File: src/rtl/seq_gen_101_tx.sv
// seq_gen_101_tx: serial MSB-first pattern transmitter with golden overlapping-101 hit counter
module seq_gen_101_tx #(
  parameter int PAT_W = 16,
  parameter int LEN_W = 5,
  parameter int REP_W = 8,
  parameter int HIT_W = 8
) (
  input  logic             clk,
  input  logic             rst,
  input  logic             start,
  input  logic [PAT_W-1:0] pattern,
  input  logic [LEN_W-1:0] len,
  input  logic [REP_W-1:0] reps,
  output logic             x,
  output logic             x_valid,
  output logic             busy,
  output logic             done,
  output logic [HIT_W-1:0] exp_hits
);
  typedef enum logic [1:0] {IDLE, SEND, DONE} state_t;
  state_t state, state_nxt;
  logic [PAT_W-1:0] pat, sh;
  logic [LEN_W-1:0] ln, idx, len_c;
  logic [REP_W-1:0] rep;
  logic [1:0] hist;
  logic accept, bit_cur, last, hit;
  always_comb begin
    len_c = (len > LEN_W'(PAT_W)) ? LEN_W'(PAT_W) : len;
    accept = state == IDLE && !done && start && len != '0;
    sh = pat >> idx;
    bit_cur = sh[0];
    last = idx == '0 && rep == REP_W'(1);
    hit = hist == 2'b10 && bit_cur;
    state_nxt = accept ? SEND : (state == SEND ? (last ? DONE : SEND) : IDLE);
  end
  always_ff @(posedge clk) begin
    if (rst) begin
      state <= IDLE;
      pat <= '0;
      ln <= '0;
      idx <= '0;
      rep <= '0;
      hist <= '0;
      x <= 1'b0;
      x_valid <= 1'b0;
      busy <= 1'b0;
      done <= 1'b0;
      exp_hits <= '0;
    end else begin
      state <= state_nxt;
      x <= state == SEND && bit_cur;
      x_valid <= state == SEND;
      busy <= accept || state == SEND;
      done <= state == DONE;
      if (accept) begin
        pat <= pattern;
        ln <= len_c;
        idx <= len_c - 1'b1;
        rep <= (reps == '0) ? REP_W'(1) : reps;
        hist <= '0;
        exp_hits <= '0;
      end else if (state == SEND) begin
        hist <= {hist[0], bit_cur};
        exp_hits <= (hit && exp_hits != '1) ? exp_hits + 1'b1 : exp_hits;
        idx <= (idx == '0) ? ln - 1'b1 : idx - 1'b1;
        rep <= (idx == '0) ? rep - 1'b1 : rep;
      end
    end
  end
endmodule

File: config.mk
export PLATFORM = sky130hd
export DESIGN_NAME = seq_gen_101_tx
export DESIGN_NICKNAME = d
export VERILOG_FILES = /design/src/rtl/seq_gen_101_tx.sv
export SDC_FILE = /design/constraint.sdc
export NUM_CORES = 1
export LEC_CHECK = 0
export CORE_MARGIN = 1
export CORE_UTILIZATION = 47
export DETAILED_ROUTE_END_ITERATION = 10
export PLACE_DENSITY = 0.77
export SYNTH_ARGS = -nofsm -noshare
export SYNTH_HDL_FRONTEND = slang
export SYNTH_SLANG_ARGS = --single-unit
File: constraint.sdc
create_clock -name clk -period 2.3 [get_ports clk]
set_input_delay 0.345 -clock clk [delete_from_list [all_inputs] [get_ports clk]]
set_output_delay 0.345 -clock clk [all_outputs]
set_load 0.005 [all_outputs]
== Yosys cells after proc, flatten, opt, wreduce, memory -nomap -nowiden ==
Cells that the tools add are included.

* Input bits: 32
* Memory bits (writable): 0
* Flip-flop bits (word level): 50
* Logic and storage cells: 55
* Bits in read-only memories: 0
* Bits in latches: 0
* Memories kept: 0

* Multiply operators: 0
* Magnitude comparators: 1
* Bitwise operators: 1
* Shift operators: 1
* Eq/ne operators: 5
* Multiplexer cells: 11
* Divide/modulo/power cells: 0
* Reductions and logical operators: 19
* Add/subtract/negate cells: 5

{| class="wikitable"
|+ Operators with widths
! cell !! number
|-
| $mux 8 || 4
|-
| $mux 5 || 4
|-
| $shr 16x5->1 || 1
|-
| $sub 5x1->5 const B || 3
|-
| $add 8x1->8 const B || 1
|-
| $eq 8x1->1 const B || 1
|-
| $logic_not 8->1 || 1
|-
| $ne 8x8->1 const B || 1
|-
| $sub 8x1->8 const B || 1
|-
| $logic_and 1x1->1 || 7
|-
| $gt 5x5->1 const B || 1
|-
| $logic_not 5->1 || 1
|-
| $reduce_bool 5->1 || 1
|-
| $eq 2x2->1 const B || 2
|-
| $reduce_and 2->1 || 2
|-
| $reduce_bool 2->1 || 2
|-
| $reduce_or 3->1 || 1
|-
| $eq 2x1->1 const B || 1
|-
| $logic_not 2->1 || 1
|-
| $mux 1 || 2
|-
| $mux 2 || 1
|-
| $reduce_or 2->1 || 1
|-
| $logic_not 1->1 || 1
|-
| $logic_or 1x1->1 || 1
|-
| $not 1->1 || 1
|}

== Logic depth before layout (Yosys ltp) ==
Gate-level depths: netlist (run 1).

* Depth after elaboration: 6
* Depth in mapped cells: 9
* Gate-level depth less buffers: 7

== Worst setup path after synthesis (run 1) ==
Ideal clock, no wire load.

* Path type: register -> register
* From: register state[0]
* To: register idx[4]
* Required time: 2.156 ns
* Period minus slack after synthesis: 2.531 ns
* Slack: -0.231 ns
* Data arrival time: 2.388 ns
* Library setup time: 0.144 ns
* Cell stages (with the launch flop): 10
* Path buffers: 2
* Cells stage by stage: dfxtp_1 -> nor4b_2 -> o21a_1 -> clkbuf_1 -> clkbuf_1 -> o21a_1 -> ha_1 -> inv_1 -> o311ai_0 -> o221ai_1

* Longest elaborated chain between the ends: 5

{| class="wikitable"
|+ RTL lines
! item !! line !! text
|-
| start, declared || 21 || <nowiki>state_t state, state_nxt;</nowiki>
|-
| start signal, assigned || 50 || <nowiki>state <= state_nxt;</nowiki>
|-
| $logic_not 2->1 || 29 || <nowiki>accept = state == IDLE && !done && start && len != '0;</nowiki>
|-
| $logic_and 1x1->1 (3 in a row) || 29 ||
|-
| $mux 5 or $reduce_bool 2->1 (tied branches) || - ||
|-
| end signal, assigned || 58 || <nowiki>idx <= len_c - 1'b1;</nowiki>
|-
| end signal, assigned || 65 || <nowiki>idx <= (idx == '0) ? ln - 1'b1 : idx - 1'b1;</nowiki>
|-
| end, declared || 23 || <nowiki>logic [LEN_W-1:0] ln, idx, len_c;</nowiki>
|}

Parallel ways exist; a longest one is shown, timed or not.
A chain may end at the register's enable or synchronous reset.

== Worst setup path after layout (run 1) ==
* From: register idx[0]
* To: register exp_hits[7]

* Longest elaborated chain between the ends: 4

{| class="wikitable"
|+ RTL lines
! item !! line !! text
|-
| $shr 16x5->1 || 30 || <nowiki>sh = pat >> idx;</nowiki>
|-
| $logic_and 1x1->1 || 33 || <nowiki>hit = hist == 2'b10 && bit_cur;</nowiki>
|-
| $logic_and 1x1->1 || 64 || <nowiki>exp_hits <= (hit && exp_hits != '1) ? exp_hits + 1'b1 : exp_hits;</nowiki>
|-
| $reduce_and 2->1 (no source line) || - ||
|-
| end signal, assigned || 64 ||
|-
| end, declared || 18 || <nowiki>output logic [HIT_W-1:0] exp_hits</nowiki>
|}

No other way between the ends.

==> results of run 1 <==
[power breakdown]
| group | total (uW) | internal [uW] | switching, uW |
|---|---|---|---|
| logic | 545 | 273 | 272 |
| clock network | 606 | 326 | 280 |
| registers | 998 | 930 | 68.3 |
| total | 2150 | 1530 | 620 |
[placed cells by master, fill, tap and decap left out, types with 3 or more instances in the layout]
master,n
mux2i_1,9
ha_1,4
nand2_1,54
nand3_1,9
or3_1,6
nor2b_1,4
nor3_1,3
clkbuf_8,5
o211ai_1,4
o21ai_0,7
a22oi_1,5
a21oi_1,36
inv_1,8
a31oi_1,6
buf_4,30
a2111o_1,4
and2_1,3
clkdlybuf4s50_1,43
dfxtp_1,48
nor2_1,18
or2_2,3
[sequential cells by signal, indices dropped and copies added, names as in the netlist]
signal    cells
ln            5
exp_hits      8
hist          2
rep           8
pat          16
x             1
done          1
busy          1
idx           5
x_valid       1
state         2
[worst paths after layout]
check                        endpoint
max          exp_hits[7]$_SDFFE_PP0P_
min               pat[4]$_SDFFE_PP0N_
max reg2reg  exp_hits[7]$_SDFFE_PP0P_
min reg2reg       pat[4]$_SDFFE_PP0N_
[logic make-up after synthesis]
family,after synthesis,synth area share
xor gates and xnor gates,2,0.00701
DFF,50,0.401
AOI/OAI and AO/OA,93,0.257
buffers and inverters,28,0.0556
muxes,9,0.0361
and+or+nand+nor,116,0.224
adders and majority gates,4,0.0200
[worst max-delay path, stage by stage (launching register included)]
cell	delay, ps
dfxtp_1	410
nor2b_1	200
a2111oi_2	350
or4b_1	480
buf_4	200
a2111o_1	410
o21ai_0	70
[layout make-up]
type                       count  area (sq um)  share of cell area
clock buffer                   7          76.3              0.0234
multi-input combinational    224          1370               0.422
clock inverter                 1          30.0             0.00922
inverter                       8          30.0             0.00922
sequential                    50          1000               0.308
tap                           70          87.6              0.0269
timing repair buffer          73           656               0.201
[through the flow]
| stage | power [uW] | std cells | hold slack [ps] | setup TNS [ps] |
|---|---|---|---|---|
| 3_5_place_dp | 1550 | 425 | 447 | -1530 |
| 6_report | 2150 | 433 | 461 | 0 |
| 5_1_grt | 2260 | 433 | 482 | 0 |
| 4_1_cts | 2150 | 433 | 460 | 0 |
| 3_3_place_gp | 1540 | 425 | 442 | -810 |
| 2_1_floorplan | 1330 | 302 | 432 | 0 |
[what timing repair did]
item | 4_1_cts | 5_1_grt
endpoints found under the hold margin | 0 | 0
resized for setup | 1 | 4
endpoints found under the setup margin | 1 | 6
setup buffers | 0 | 0
[layer usage]
layer	share of wire	vias to the layer above	routed length (um)
li1	-	1211	-
met1	0.45	1123	2670
met2	0.49	61	2880
met3	0.040	10	233
met4	0.018	0	108
met5	0	-	0
==> reports/qor.yml, run 1 <==
timing:
  slew_headroom: 0.571
  fin_crit_ps: 2190
  max_freq_ghz: 0.457
  fin_worst_skew_ps: 6.28
  setup_viol: 0
  grt_setup_unrepaired: "false"
  hold_violations: 0
  fin_crit_sh: 0.952
  final-max-slew-violation-count: 0
  worst_pin_slew_ps: 628
  layout_setup_ws_ps: 111
floorplan:
  die-area_sq_um: 5610
  die_w_um: 74.9
  initial_core_util: 0.489
  die_y_um: 74.9
  num_rows: 26
  core_sq_um: 5110
  ios: 44
hold_path:
  hold_path_depth: 2
  hold_path_class: "reg2reg"
  hp-start: "pat[4]$_SDFFE_PP0N_"
yosys:
  yosysUniqueCellTypes: 54
  ys_warn_count: 0
  synthCells: 302
  ys_seq_elements: 50
  netlist_area_sq_um: 2500
  synth_largest_area_cell: "dfxtp_1"
  yosysSeqAreaShare: 0.401
  yosys-top-cells-area: "dfxtp_1 (40%), nand2_1 (8.1%), a21oi_1 (7.2%), mux2i_1 (3.6%), nor2_1 (2.7%)"
  yosys-top-cells-count: "nand2_1 (54), dfxtp_1 (50), a21oi_1 (36)"
  yosysTopAreaCellShare: 0.401
  synth_ff_type: "dfxtp_1"
  ys_async_sr_fraction: 0
  syn_avg_cell_area_sq_um: 8.27
  synth_fp_nets: 338
  synth_edf_count: 0
  yosysMostFrequentCell: "nand2_1"
drt:
  drt-initial-drc-count: 123
  vias_per_cell: 5.55
  firstDrtPassIters: 4
  antenna_left: 0
  vias: 2405
  post-route-drc-count: 0
  routed_wl_mm: 5.89
  wl_per_cell_um: 13.6
grt:
  grt_overflow_total: 0
  grt_pass1_vias: 2175
  grt_pass1_wl_mm: 9.86
  use_met3: 0.0469
  grt_max_degree: 38
  grt_antenna_before_repair: 0
  met2_usage: 0.398
  grt_use_total: 0.232
  gr-usage-met1: 0.288
  grt-busiest-layer: "met2"
final_layout:
  drive_gt1_frac: 0.140
  syn2layout_area_growth_pct: 30.3
  utilization: 0.638
  diodes: 0
  final_nets: 398
  fillers: 471
  design_area_sq_um: 3260
clocking:
  clock_latency_ps: 300
  cts_tree: "built"
  path_clk_slew_ps: 90
  clk_path_buf_depth: 2
  cts_buffers: 5
  cts_root_buffer: "clkbuf_8"
  cts-htree-levels: 2
  ctsHoldBuffers: 0
  clock_sink_count: 50
worst_setup_path:
  reg2reg_slack_ps: 110
  cp_max_fo: 14
  crit_type: "reg2reg"
  worstRegToRegCells: 6
  end_kind: "register"
  startpoint: "idx[0]$_SDFFE_PP0P_"
  worstPathRequired_ps: 2540
  critPathArrivalTime_ps: 2430
  cp-start-kind: "register"
  reg2reg_from: "idx[0]$_SDFFE_PP0P_"
placed_design:
  pre_cts_slack_ps: -155
  hpwl_mm: 4.39
  place_congestion: 0.865
  postPlaceCellArea_sq_um: 3150
  portBuffers: 43
pwr:
  vdd_drop_max_uv: 442
  power_density_nw_per_um2: 660
  power.leakage_uw: 0.00120
flow_run:
  cap_viol_max_count: 0
run_status:
  status: "completed"
Note: power is estimated with default switching activity, not from simulation.
==> run 2, diff against run 1 <==
Settings changed: CORE_MARGIN 1 to 5, HOLD_SLACK_MARGIN from default to 0.12.
==> run 2 against run 1 <==
Die area up 22%. Highest routed layer unchanged. Clock power down 18%. Sequential power about the same. Largest power group unchanged. Sequential share of layout area down 0.073 points.
==> reports/qor.yml, run 2 (synthesis results as in run 1) <==
final_layout:
  multiInputGateArea_sq_um: 1370
  drive_gt1_frac: 0.156
  diodes: 0
  design_area_sq_um: 3280
  seq_area_sq_um: 1010
  final_common_cell: "nand2_1"
  fillers: 473
  instances_no_fill: 436
  largest_reg_flops: 16
  final_nets: 403
  utilization: 0.638
  regMostFlops: "pat"
  final_cell_mix: "nand2_1 (54), dfxtp_1 (47), clkdlybuf4s50_1 (43)"
  syn2layout_area_growth_pct: 31.1
  reg.largest.list: "pat: 16 flops, exp_hits: 8 flops, rep: 8 flops"
worst_setup_path:
  cp_common_cell: "buf_4"
  worstRegToRegCells: 7
  end_kind: "register"
  reg2reg_from: "idx[1]$_SDFFE_PP0P_"
  cp-start-kind: "primary input"
  reg2reg_slack_ps: 110
  crit_type: "in2reg"
  critPathArrivalTime_ps: 2410
  r2r_end: "exp_hits[3]$_SDFFE_PP0P_"
  cpPeakStageDelay_ps: 560
  cp_max_fo: 5
  crit_end: "exp_hits[3]$_SDFFE_PP0P_"
  worstPathRequired_ps: 2520
  crit_chain: "clkdlybuf4s50_1 > or4_1 > buf_4 > o21ai_2 > buf_4 > nand2b_1 > a2111o_1 > o21ai_0"
  startpoint: "len[2]"
  crit_slowest_cell: "or4_1"
floorplan:
  initial_core_util: 0.486
  ios: 44
  core_sq_um: 5140
  num_rows: 26
  die_w_um: 82.9
  die_y_um: 82.9
  die-area_sq_um: 6870
clocking:
  cts_root_buffer: "clkbuf_8"
  cts-htree-levels: 2
  clk_path_buf_depth: 2
  cts_tree: "built"
  post-cts-setup-buffers: 0
  clock_latency_ps: 300
  cts_buffers: 5
  path_clk_slew_ps: 80
  clock_sink_count: 50
pwr:
  vdd_drop_max_uv: 332
  power.leakage_uw: 0.00121
  switching_share: 0.295
  power.share.clock: 0.242
  power.total_uw: 2050
  power_density_nw_per_um2: 625
  p_seq_frac: 0.490
  p_int_uw: 1440
  netSwitchingPower_uw: 603
  p_comb_frac: 0.269
grt:
  grt_pass1_vias: 2228
  grt_use_total: 0.182
  grt_overflow_total: 0
  grt_pass1_wl_mm: 10.5
  grt_antenna_before_repair: 0
  grt_max_degree: 26
placed_design:
  portBuffers: 43
  hpwl_mm: 4.70
  postPlaceCellArea_sq_um: 3180
  dp_cells: 430
  place_congestion: 0.923
drt:
  routed_wl_mm: 6.17
  vias_per_cell: 5.53
  post-route-drc-count: 0
  vias: 2411
  wl_per_cell_um: 14.1
  firstDrtPassIters: 4
  antenna_left: 0
  drt-initial-drc-count: 90
timing:
  fin_crit_ps: 2200
  holdWs_ps: 455
  setup_viol: 0
  final-max-slew-violation-count: 0
  slew_headroom: 0.494
  fin_worst_skew_ps: 6.03
  worst_pin_slew_ps: 740
  fin_crit_sh: 0.955
  grt_setup_unrepaired: "false"
  max_freq_ghz: 0.455
  hold_violations: 0
flow_run:
  cap_viol_max_count: 0
hold_path:
  hold_path_class: "reg2reg"
run_status:
  status: "completed"
[run 2: final cells by class]
| type | instances | area share |
|---|---|---|
| clock buffer | 6 | 0.0252 |
| tap | 70 | 0.0267 |
| inverter | 8 | 0.00916 |
| timing repair buffer | 78 | 0.213 |
| sequential | 50 | 0.307 |
| multi-input combinational | 224 | 0.419 |
[run 2: repair_timing]
action                                  4_1_cts  5_1_grt
pin swaps                                     0        1
resized for setup                             1        6
endpoints found under the setup margin        4        8
hold buffers                                  0        0
[run 2: critical path, delay by kind of cell]
family                 cells  cell delay, ps
and+or+nand+nor            2             680
AOI/OAI and AO/OA          3             590
buffers and inverters      3             790
[run 2: worst min path at each step]
stage,slack (ps),cells after the start,start,endpoint
2_1_floorplan,430,2,pat[4]$_SDFFE_PP0N_,pat[4]$_SDFFE_PP0N_
3_5_place_dp,450,2,pat[8]$_SDFFE_PP0N_,pat[8]$_SDFFE_PP0N_
3_3_place_gp,440,2,pat[13]$_SDFFE_PP0N_,pat[13]$_SDFFE_PP0N_
6_report,460,2,hist[1]$_SDFFE_PP0P_,hist[1]$_SDFFE_PP0P_
4_1_cts,460,2,hist[1]$_SDFFE_PP0P_,hist[1]$_SDFFE_PP0P_
5_1_grt,470,2,pat[14]$_SDFFE_PP0N_,pat[14]$_SDFFE_PP0N_
[run 2: metrics by stage]
stage	setup TNS (ps)	worst slack, ps
after global placement	-1360	-166
after floorplan	0	35.4
final	0	103
after global routing	0	11.8
after CTS	0	64.2
after detailed placement	-2180	-225
[run 2: power groups by stage]
| stage | combinational (uW) | sequential (uW) | clock (uW) |
|---|---|---|---|
| after floorplan | 347 | 986 | 0 |
| after global placement | 534 | 1020 | 0 |
| after detailed placement | 542 | 1020 | 0 |
| after CTS | 547 | 999 | 514 |
| after global routing | 608 | 1010 | 542 |
| final | 550 | 1000 | 495 |
[run 2: layer usage]
| metal | vias up | routed length [um] | track usage |
|---|---|---|---|
| met5 | - | 0 | 0 |
| met4 | 0 | 68 | 0.0594 |
| met3 | 5 | 310 | 0.0376 |
| met2 | 56 | 2940 | 0.307 |
| met1 | 1128 | 2850 | 0.231 |
| li1 | 1222 | - | - |
==> run 3, diff against run 2 <==
Settings changed: SLEW_MARGIN from default to 40.
==> results of run 3 <==
Same layout as run 2: the final DEF is identical, and so are final timing and power.
